==> src/rtl/rr_lock_arbiter_pkg.sv <==
// Shared types and limits for the round-robin lock arbiter.
package rr_lock_arbiter_pkg;

  localparam int RR_MAX_REQ = 32;

  typedef enum logic {
    ARB_IDLE   = 1'b0,
    ARB_LOCKED = 1'b1
  } ArbState_t;

endpackage

==> src/rtl/rr_lock_arbiter_prefix_red.sv <==
// Prefix reduction: out_o[i] reduces in_i from the START end up to bit i.
// FUNC 0 = OR, otherwise AND; START 0 = from bit 0 upward, otherwise from the MSB downward.
module PrefixRed
  import rr_lock_arbiter_pkg::*;
#(
  parameter int W     = 8,
  parameter int FUNC  = 0,
  parameter int START = 0
) (
  input  logic [W-1:0] in_i,
  output logic [W-1:0] out_o
);

  logic acc;

  always_comb begin
    out_o = '0;
    acc   = (FUNC == 0) ? 1'b0 : 1'b1;
    if (START == 0) begin
      for (int i = 0; i < W; i++) begin
        acc      = (FUNC == 0) ? (acc | in_i[i]) : (acc & in_i[i]);
        out_o[i] = acc;
      end
    end else begin
      for (int i = W - 1; i >= 0; i--) begin
        acc      = (FUNC == 0) ? (acc | in_i[i]) : (acc & in_i[i]);
        out_o[i] = acc;
      end
    end
  end

endmodule

==> src/rtl/rr_lock_arbiter.sv <==
// Round-robin arbiter with a grant lock that holds the resource for multi-beat transfers.
//   state      | meaning
//   ARB_IDLE   | free; winner is the first request at or after ptr, wrapping around
//   ARB_LOCKED | owner is mid-transfer; only the owner may be granted
module rr_lock_arbiter
  import rr_lock_arbiter_pkg::*;
#(
  parameter int NUM_REQ = 8,
  parameter int ID_W    = $clog2(NUM_REQ)
) (
  input  logic               clk,
  input  logic               rst,
  input  logic [NUM_REQ-1:0] IN_req,
  input  logic [NUM_REQ-1:0] IN_last,
  input  logic               IN_stall,
  output logic [NUM_REQ-1:0] OUT_grant,
  output logic               OUT_grantValid,
  output logic [ID_W-1:0]    OUT_grantIdx,
  output logic               OUT_accept,
  output logic               OUT_locked
);

  if (NUM_REQ < 2 || NUM_REQ > RR_MAX_REQ) begin : g_bad_num_req
    $error("rr_lock_arbiter: NUM_REQ out of range");
  end

  function automatic logic [ID_W-1:0] onehot_to_idx(input logic [NUM_REQ-1:0] oh);
    logic [ID_W-1:0] idx;
    idx = '0;
    for (int i = 0; i < NUM_REQ; i++) begin
      if (oh[i]) idx = idx | ID_W'(i);
    end
    return idx;
  endfunction

  ArbState_t          state_q, state_d, state_eff;
  logic [ID_W-1:0]    ptr_q, ptr_d, ptr_eff;
  logic [ID_W-1:0]    owner_q, owner_d;
  logic [NUM_REQ-1:0] hi_mask, req_hi, hi_pre, all_pre, hi_first, all_first;
  logic [NUM_REQ-1:0] grant;
  logic [ID_W-1:0]    grant_idx, ptr_inc;
  logic               grant_last, accept;

  // Outputs in a reset cycle are computed as if the registers already held reset values.
  assign state_eff = rst ? ARB_IDLE : state_q;
  assign ptr_eff   = rst ? '0 : ptr_q;

  assign hi_mask = ~((NUM_REQ'(1) << ptr_eff) - NUM_REQ'(1));
  assign req_hi  = IN_req & hi_mask;

  PrefixRed #(.W(NUM_REQ), .FUNC(0), .START(0)) u_pre_hi (
    .in_i  (req_hi),
    .out_o (hi_pre)
  );

  PrefixRed #(.W(NUM_REQ), .FUNC(0), .START(0)) u_pre_all (
    .in_i  (IN_req),
    .out_o (all_pre)
  );

  assign hi_first  = req_hi & ~(hi_pre << 1);
  assign all_first = IN_req & ~(all_pre << 1);

  always_comb begin
    grant = '0;
    if (state_eff == ARB_LOCKED) begin
      if (IN_req[owner_q]) grant = NUM_REQ'(1) << owner_q;
    end else begin
      grant = (|req_hi) ? hi_first : all_first;
    end
  end

  assign grant_idx  = onehot_to_idx(grant);
  assign grant_last = |(grant & IN_last);
  assign accept     = (|grant) & ~IN_stall;
  assign ptr_inc    = (grant_idx == ID_W'(NUM_REQ - 1)) ? '0 : grant_idx + ID_W'(1);

  always_comb begin
    state_d = state_q;
    ptr_d   = ptr_q;
    owner_d = owner_q;
    if (accept) begin
      if (grant_last) begin
        state_d = ARB_IDLE;
        ptr_d   = ptr_inc;
      end else begin
        state_d = ARB_LOCKED;
        owner_d = grant_idx;
      end
    end
  end

  always_ff @(posedge clk) begin
    if (rst) begin
      state_q <= ARB_IDLE;
      ptr_q   <= '0;
      owner_q <= '0;
    end else begin
      state_q <= state_d;
      ptr_q   <= ptr_d;
      owner_q <= owner_d;
    end
  end

  assign OUT_grant      = grant;
  assign OUT_grantValid = |grant;
  assign OUT_grantIdx   = grant_idx;
  assign OUT_accept     = accept;
  assign OUT_locked     = (state_eff == ARB_LOCKED);

endmodule

==> config.mk <==
export PLATFORM = sky130hd
export DESIGN_NAME = rr_lock_arbiter
export DESIGN_NICKNAME = d
export VERILOG_FILES = /design/src/rtl/rr_lock_arbiter_pkg.sv /design/src/rtl/rr_lock_arbiter_prefix_red.sv /design/src/rtl/rr_lock_arbiter.sv
export SDC_FILE = /design/constraint.sdc
export NUM_CORES = 1
export LEC_CHECK = 0
export BUFFER_PORTS_ARGS = -buffer_cell sky130_fd_sc_hd__buf_2
export CAP_MARGIN = 20
export CORE_AREA = 2 2 48 50
export CTS_CLUSTER_SIZE = 8
export DETAILED_ROUTE_END_ITERATION = 12
export DIE_AREA = 0 0 50 52
export PLACE_DENSITY = 0.8
export SLEW_MARGIN = 20
export SYNTH_ARGS = -nofsm -noshare
export SYNTH_HDL_FRONTEND = slang
export SYNTH_SLANG_ARGS = --single-unit
==> constraint.sdc <==
create_clock -name clk -period 8.8 [get_ports clk]
set_input_delay 1.76 -clock clk [delete_from_list [all_inputs] [get_ports clk]]
set_output_delay 1.76 -clock clk [all_outputs]
set_load 0.03 [all_outputs]
; ---- Word level (Yosys, flattened, before mapping)
; Cells that the tools add are included.
[word_totals]
input_bits = 19
regBits = 7
elab_cells = 52
[classes]
n_reduce_logical = 5
bitwise_logic = 22
n_eq_ne = 1
n_mux = 16
n_shift = 2
addsub = 2
order_cmp = 1
[op_table]
columns = cell, count
row1 = 8-bit bitwise AND, 4
row2 = 8-bit 2-to-1 mux, 3
row3 = 8-bit NOT, 3
row4 = 8-bit OR reduction, 3
row5 = 3-bit 2-to-1 mux, 6
row6 = "1-bit by 3-bit left shift with 8-bit output, first input constant", 2
row7 = 1-bit OR, 12
row8 = "8-bit by 2-bit subtractor with 8-bit output, second input constant", 1
row9 = "3-bit by 4-bit less-than comparator with 1-bit output, second input constant", 1
row10 = 1-bit 2-to-1 mux, 4
row11 = 2-bit 2-to-1 mux, 2
row12 = 2-bit AND reduction, 2
row13 = "3-bit by 1-bit adder with 3-bit output, second input constant", 1
row14 = 1-bit binary-select mux with 3-bit select, 1
row15 = "3-bit == test, second input constant", 1
row16 = 1-bit NOT, 2
row17 = 1-bit bitwise AND, 1

; ---- Depth between registers and ports, before layout
[logic_depth]
depth_word = 24
depth_mapped = 15
ltp_nobuf = 13

; ---- By module
; A second synthesis with hierarchy kept.
[unflattened]
cells_unflattened = 152
hier_area_um2 = 1146.1
[modules_own_cells]
columns = mod, instances, cells_per_inst, area_per_inst_um2, seq_area_each_um2
row1 = rr_lock_arbiter, 1, 128, 978.4, 140.1
row2 = PrefixRed, 2, 12, 83.8, 0.0

; ---- Least setup slack after synthesis
; OpenSTA, ideal clock, no wires.
[synth_timing]
kind = input to output
start = in rst
end = out OUT_grantIdx[0]
stages = 10
arrival_time_ns = 4.613
n_path_buf = 2
slack_ns = 2.427
required_ns = 7.040
cell_sequence = buf_2 > clkbuf_1 > nand2b_1 > or3_1 > ha_1 > nand2_1 > o21ai_0 > or4_4 > o21ai_1 > or4_1
[synth_between]
elab_chain_len = 16
elab_cells_between_ends = 24
classes_between = add/sub: 1 / shift: 1 / mux: 11 / bitwise: 10 / reduce/logical: 1
[synth_lines]
columns = element, line
row1 = "start, declared", rr_lock_arbiter.sv:12  ; input logic rst,
row2 = 3-bit 2-to-1 mux, rr_lock_arbiter.sv:46  ; assign ptr_eff = rst ? '0 : ptr_q;
row3 = 1-bit by 3-bit left shift with 8-bit output, rr_lock_arbiter.sv:48  ; assign hi_mask = ~((NUM_REQ'(1) << ptr_eff) - NUM_REQ'(1));
row4 = 8-bit by 2-bit subtractor with 8-bit output, rr_lock_arbiter.sv:48
row5 = 8-bit NOT, rr_lock_arbiter.sv:48
row6 = 8-bit bitwise AND, rr_lock_arbiter.sv:49  ; assign req_hi = IN_req & hi_mask;
row7 = 1-bit OR (4 in a row), rr_lock_arbiter_prefix_red.sv:21  ; acc = (FUNC == 0) ? (acc | in_i[i]) : (acc & in_i[i]);
row8 = 8-bit NOT, rr_lock_arbiter.sv:61  ; assign hi_first = req_hi & ~(hi_pre << 1);
row9 = 8-bit bitwise AND, rr_lock_arbiter.sv:61
row10 = 8-bit 2-to-1 mux, rr_lock_arbiter.sv:69  ; grant = (|req_hi) ? hi_first : all_first;
row11 = 8-bit 2-to-1 mux (*), rr_lock_arbiter.sv:66  ; if (state_eff == ARB_LOCKED) begin
row12 = via OUT_grant[5], rr_lock_arbiter.sv:16  ; output logic [NUM_REQ-1:0] OUT_grant,
row13 = 3-bit 2-to-1 mux (*) (3 in a row), rr_lock_arbiter.sv:31  ; if (oh[i]) idx = idx | ID_W'(i);
row14 = "end, declared", rr_lock_arbiter.sv:18  ; output logic [ID_W-1:0] OUT_grantIdx,
; Mark *: on every way through the listed nets, which the timed path passes. The rest lies on a longest branch.

; ---- Worst setup path after layout
[layout_timing]
start = in rst
end = out OUT_grantIdx[2]
[layout_between]
elab_chain_len = 16
elab_cells_between_ends = 21
classes_between = add/sub: 1 / shift: 1 / mux: 8 / bitwise: 10 / reduce/logical: 1
[layout_lines]
columns = element, line
row1 = 3-bit 2-to-1 mux, rr_lock_arbiter.sv:46
row2 = 1-bit by 3-bit left shift with 8-bit output, rr_lock_arbiter.sv:48
row3 = 8-bit by 2-bit subtractor with 8-bit output, rr_lock_arbiter.sv:48
row4 = 8-bit NOT, rr_lock_arbiter.sv:48
row5 = 8-bit bitwise AND, rr_lock_arbiter.sv:49
row6 = 1-bit OR (3 in a row), rr_lock_arbiter_prefix_red.sv:21
row7 = 8-bit NOT or 1-bit OR (tied branches), "rr_lock_arbiter.sv:61, rr_lock_arbiter_prefix_red.sv:21"
row8 = "8-bit bitwise AND, or another cell as far along", rr_lock_arbiter.sv:61
row9 = "8-bit 2-to-1 mux, or another cell as far along", rr_lock_arbiter.sv:69
row10 = 8-bit 2-to-1 mux (*), rr_lock_arbiter.sv:66
row11 = "3-bit 2-to-1 mux, or another cell as far along (2 in a row)", rr_lock_arbiter.sv:31
row12 = 3-bit 2-to-1 mux or 8-bit 2-to-1 mux (tied branches), "rr_lock_arbiter.sv:31, rr_lock_arbiter.sv:66"
row13 = 3-bit 2-to-1 mux (*), rr_lock_arbiter.sv:31
; Every way passes the cells marked *; elsewhere a longest branch is shown, timed or not.

==> impl_metrics.tcl <==
set metrics [dict create \
    status "finished clean" \
    die_h_um 52 \
    drv_cap 0 \
    crit_chain "buf_2, nand2b_1, or3_1, ha_1, and2_1, o211ai_1, nand2_1, and4_1, nor2_1, or4b_2, buf_2" \
    area_delta_synth_final_pct 17.6 \
    h-tree-depth 1 \
    clkPwrFrac_pct 17.8 \
    grt_pass1_wl_um 5460 \
    grt_max_degree 22 \
    ys_async_sr_fraction_pct 0 \
    gp_congestion 0.924 \
    grt_pass1_vias 1235 \
    first_pass_iters 4 \
    finalNonFillerCells 201 \
    max_freq_mhz 152 \
    synth_warnings 0 \
    placed_cell_area_mm2 0.00127 \
    crit_fanout 21 \
    cts_root_buf "clkbuf_4" \
    clockBufferDepth 2 \
    synth_seq_cells 7 \
    yosys_most_used_dff "dfxtp_1" \
    layout-drive-gt1-share_pct 29.5 \
    ir_worst_vdd_mv 0.0767 \
    worstPathArrival_ns 4.80 \
    relSlewSlack_pct 52.7 \
    cell_internal_pwr_mw 0.0866 \
    hpwl_um 2650 \
    viasPerCell 6.43 \
    fin_skew_ns 0.00199 \
    layout_common_cells "32 x buf_2, 13 x nand2_1, 9 x nor2_1" \
    power_density_mw_per_mm2 123 \
    yosysUniqueCellTypes 54 \
    wirelength_um 3300 \
    yosysSeqAreaShare_pct 12.7 \
    drtIter0Drc 63 \
    drc 0 \
    worst_pin_slew_ns 0.703 \
    switching_share_pct 45.8 \
    cts_setup_buffers 0 \
    clk_pin_slew_ns 0.05 \
    synthesis.nets 164 \
    critPathCaptureType "output port" \
    finalHoldViolCount 0 \
    hold_ws_ns 0.565 \
    synth_edf_count 0 \
    grt_use_total_pct 27.3 \
    hp-class "reg -> reg" \
    grt-ovfl-total 0 \
    portBuffers 32 \
    start_kind "primary input" \
    min_period_ns 6.56 \
    clkSinkCount 7 \
    ant_nets 0 \
    fillers 181 \
    syn_inst 142 \
    p_leak_nw 0.561 \
    numCtsBuffers 3 \
    dieArea_mm2 0.00260 \
    avgSynthCellArea_um2 7.76 \
    seq_area_um2 140 \
    io_pins 33 \
    switchingPower_mw 0.0730 \
    combPwrFrac_pct 54.5 \
    path_class "in -> out" \
    rsz0062_at_grt "false" \
    finalPower_mw 0.160 \
    setup_viol 0 \
    critPathRequiredTime_ns 7.04 \
    path_common_cell "buf_2" \
    cp_slowest_cell "or4b_2" \
    cts_tree "yes" \
    maxSlewViolCount 0 \
    postCtsResizedCells 0 \
    postCtsHoldBufs 0 \
    initial_core_util_pct 52.3 \
    netlist_area_mm2 0.00110 \
    rows 17 \
    seqPwrFrac_pct 27.7 \
    core_area_mm2 0.00211 \
    num_vias 1293 \
    antennaDiodeCount 0 \
    dp.cells 197 \
    postLayoutCellArea_mm2 0.00130 \
    antenna_found_initial 0 \
    clock_latency_ns 0.25 \
    critPathMaxStageDelay_ns 0.68 \
    final_common_cell "buf_2" \
    multiInputGateArea_um2 903 \
    nNetsFinal 196 \
    tns_ns 0 \
    wire_per_inst_um 16.4 \
    fin_crit_sh_pct 74.5 \
    die_w_um 50 \
]
-- state kept, by name, summed over array words and instances (netlist names) --
register	count
ptr_q	3
state_q	1
owner_q	3
-- routing by layer --
layer | routed length [um] | global-route usage [%] | up-vias
met5 | 0 | 0 | -
met4 | 70 | 10.2 | 0
met3 | 232 | 2.87 | 8
met2 | 1650 | 49.3 | 68
met1 | 1350 | 33.0 | 594
li1 | - | - | 623
-- final cells by class --
class / instances / area share, %
repair buffers: 32 / 12.4
well taps: 28 / 2.70
flip-flops and latches: 7 / 10.8
multi-input cells: 123 / 69.7
clock buffers: 4 / 2.03
inverters: 7 / 2.41
-- path summary, 6_finish.rpt --
path                endpoint  cells past startpoint  slack (ns)     start
min                  state_q                      2        0.56   state_q
min reg2reg          state_q                      2        0.56   state_q
max          OUT_grantIdx[2]                     11        2.24       rst
max reg2reg         ptr_q[0]                     12        4.98  ptr_q[0]
-- kinds of logic after synthesis --
family,Yosys count,synth area share [%]
buffers and inverters,12,5.33
muxes,6,6.58
adders and majority gates,3,3.41
AOI/OAI and AO/OA,38,29.3
and+or+nand+nor,76,42.7
DFF,7,12.7
-- cells in the mapped netlist, drive strengths merged (4+ instances only) --
master | count | share of area [%]
nand2 | 13 | 4.4
nor2 | 9 | 3.1
nor3 | 8 | 3.6
a21oi | 7 | 4.2
dfxtp | 7 | 13
nand2b | 7 | 4.0
inv | 6 | 2.0
nand3 | 6 | 3.2
nor4 | 6 | 3.4
and2 | 5 | 2.8
mux2i | 5 | 4.5
o21ai | 5 | 2.3
nor2b | 4 | 2.3
or4b | 4 | 3.6
-- critical path, delay by kind of cell --
kind / cells / cell delay [ns]
AND/OR/NAND/NOR: 7 / 1.98
adder cells (fa/ha/maj): 1 / 0.24
AO/OA/AOI/OAI: 1 / 0.38
buffers and inverters: 2 / 0.44
-- through the flow --
stage	util (%)	setup slack, ns
global placement	60.3	2.40
floorplan	-	2.43
detailed placement	60.3	2.30
CTS	61.6	2.30
global route	61.6	2.09
finish	61.6	2.24
-- power groups by stage --
stage | clock, mW | sequential, mW | combinational (mW)
floorplan | 0 | 0.0396 | 0.0670
global placement | 0 | 0.0442 | 0.0833
detailed placement | 0 | 0.0445 | 0.0857
CTS | 0.0294 | 0.0438 | 0.0861
global route | 0.0318 | 0.0448 | 0.0948
finish | 0.0284 | 0.0441 | 0.0870
Power figures use the tool's default switching activity.
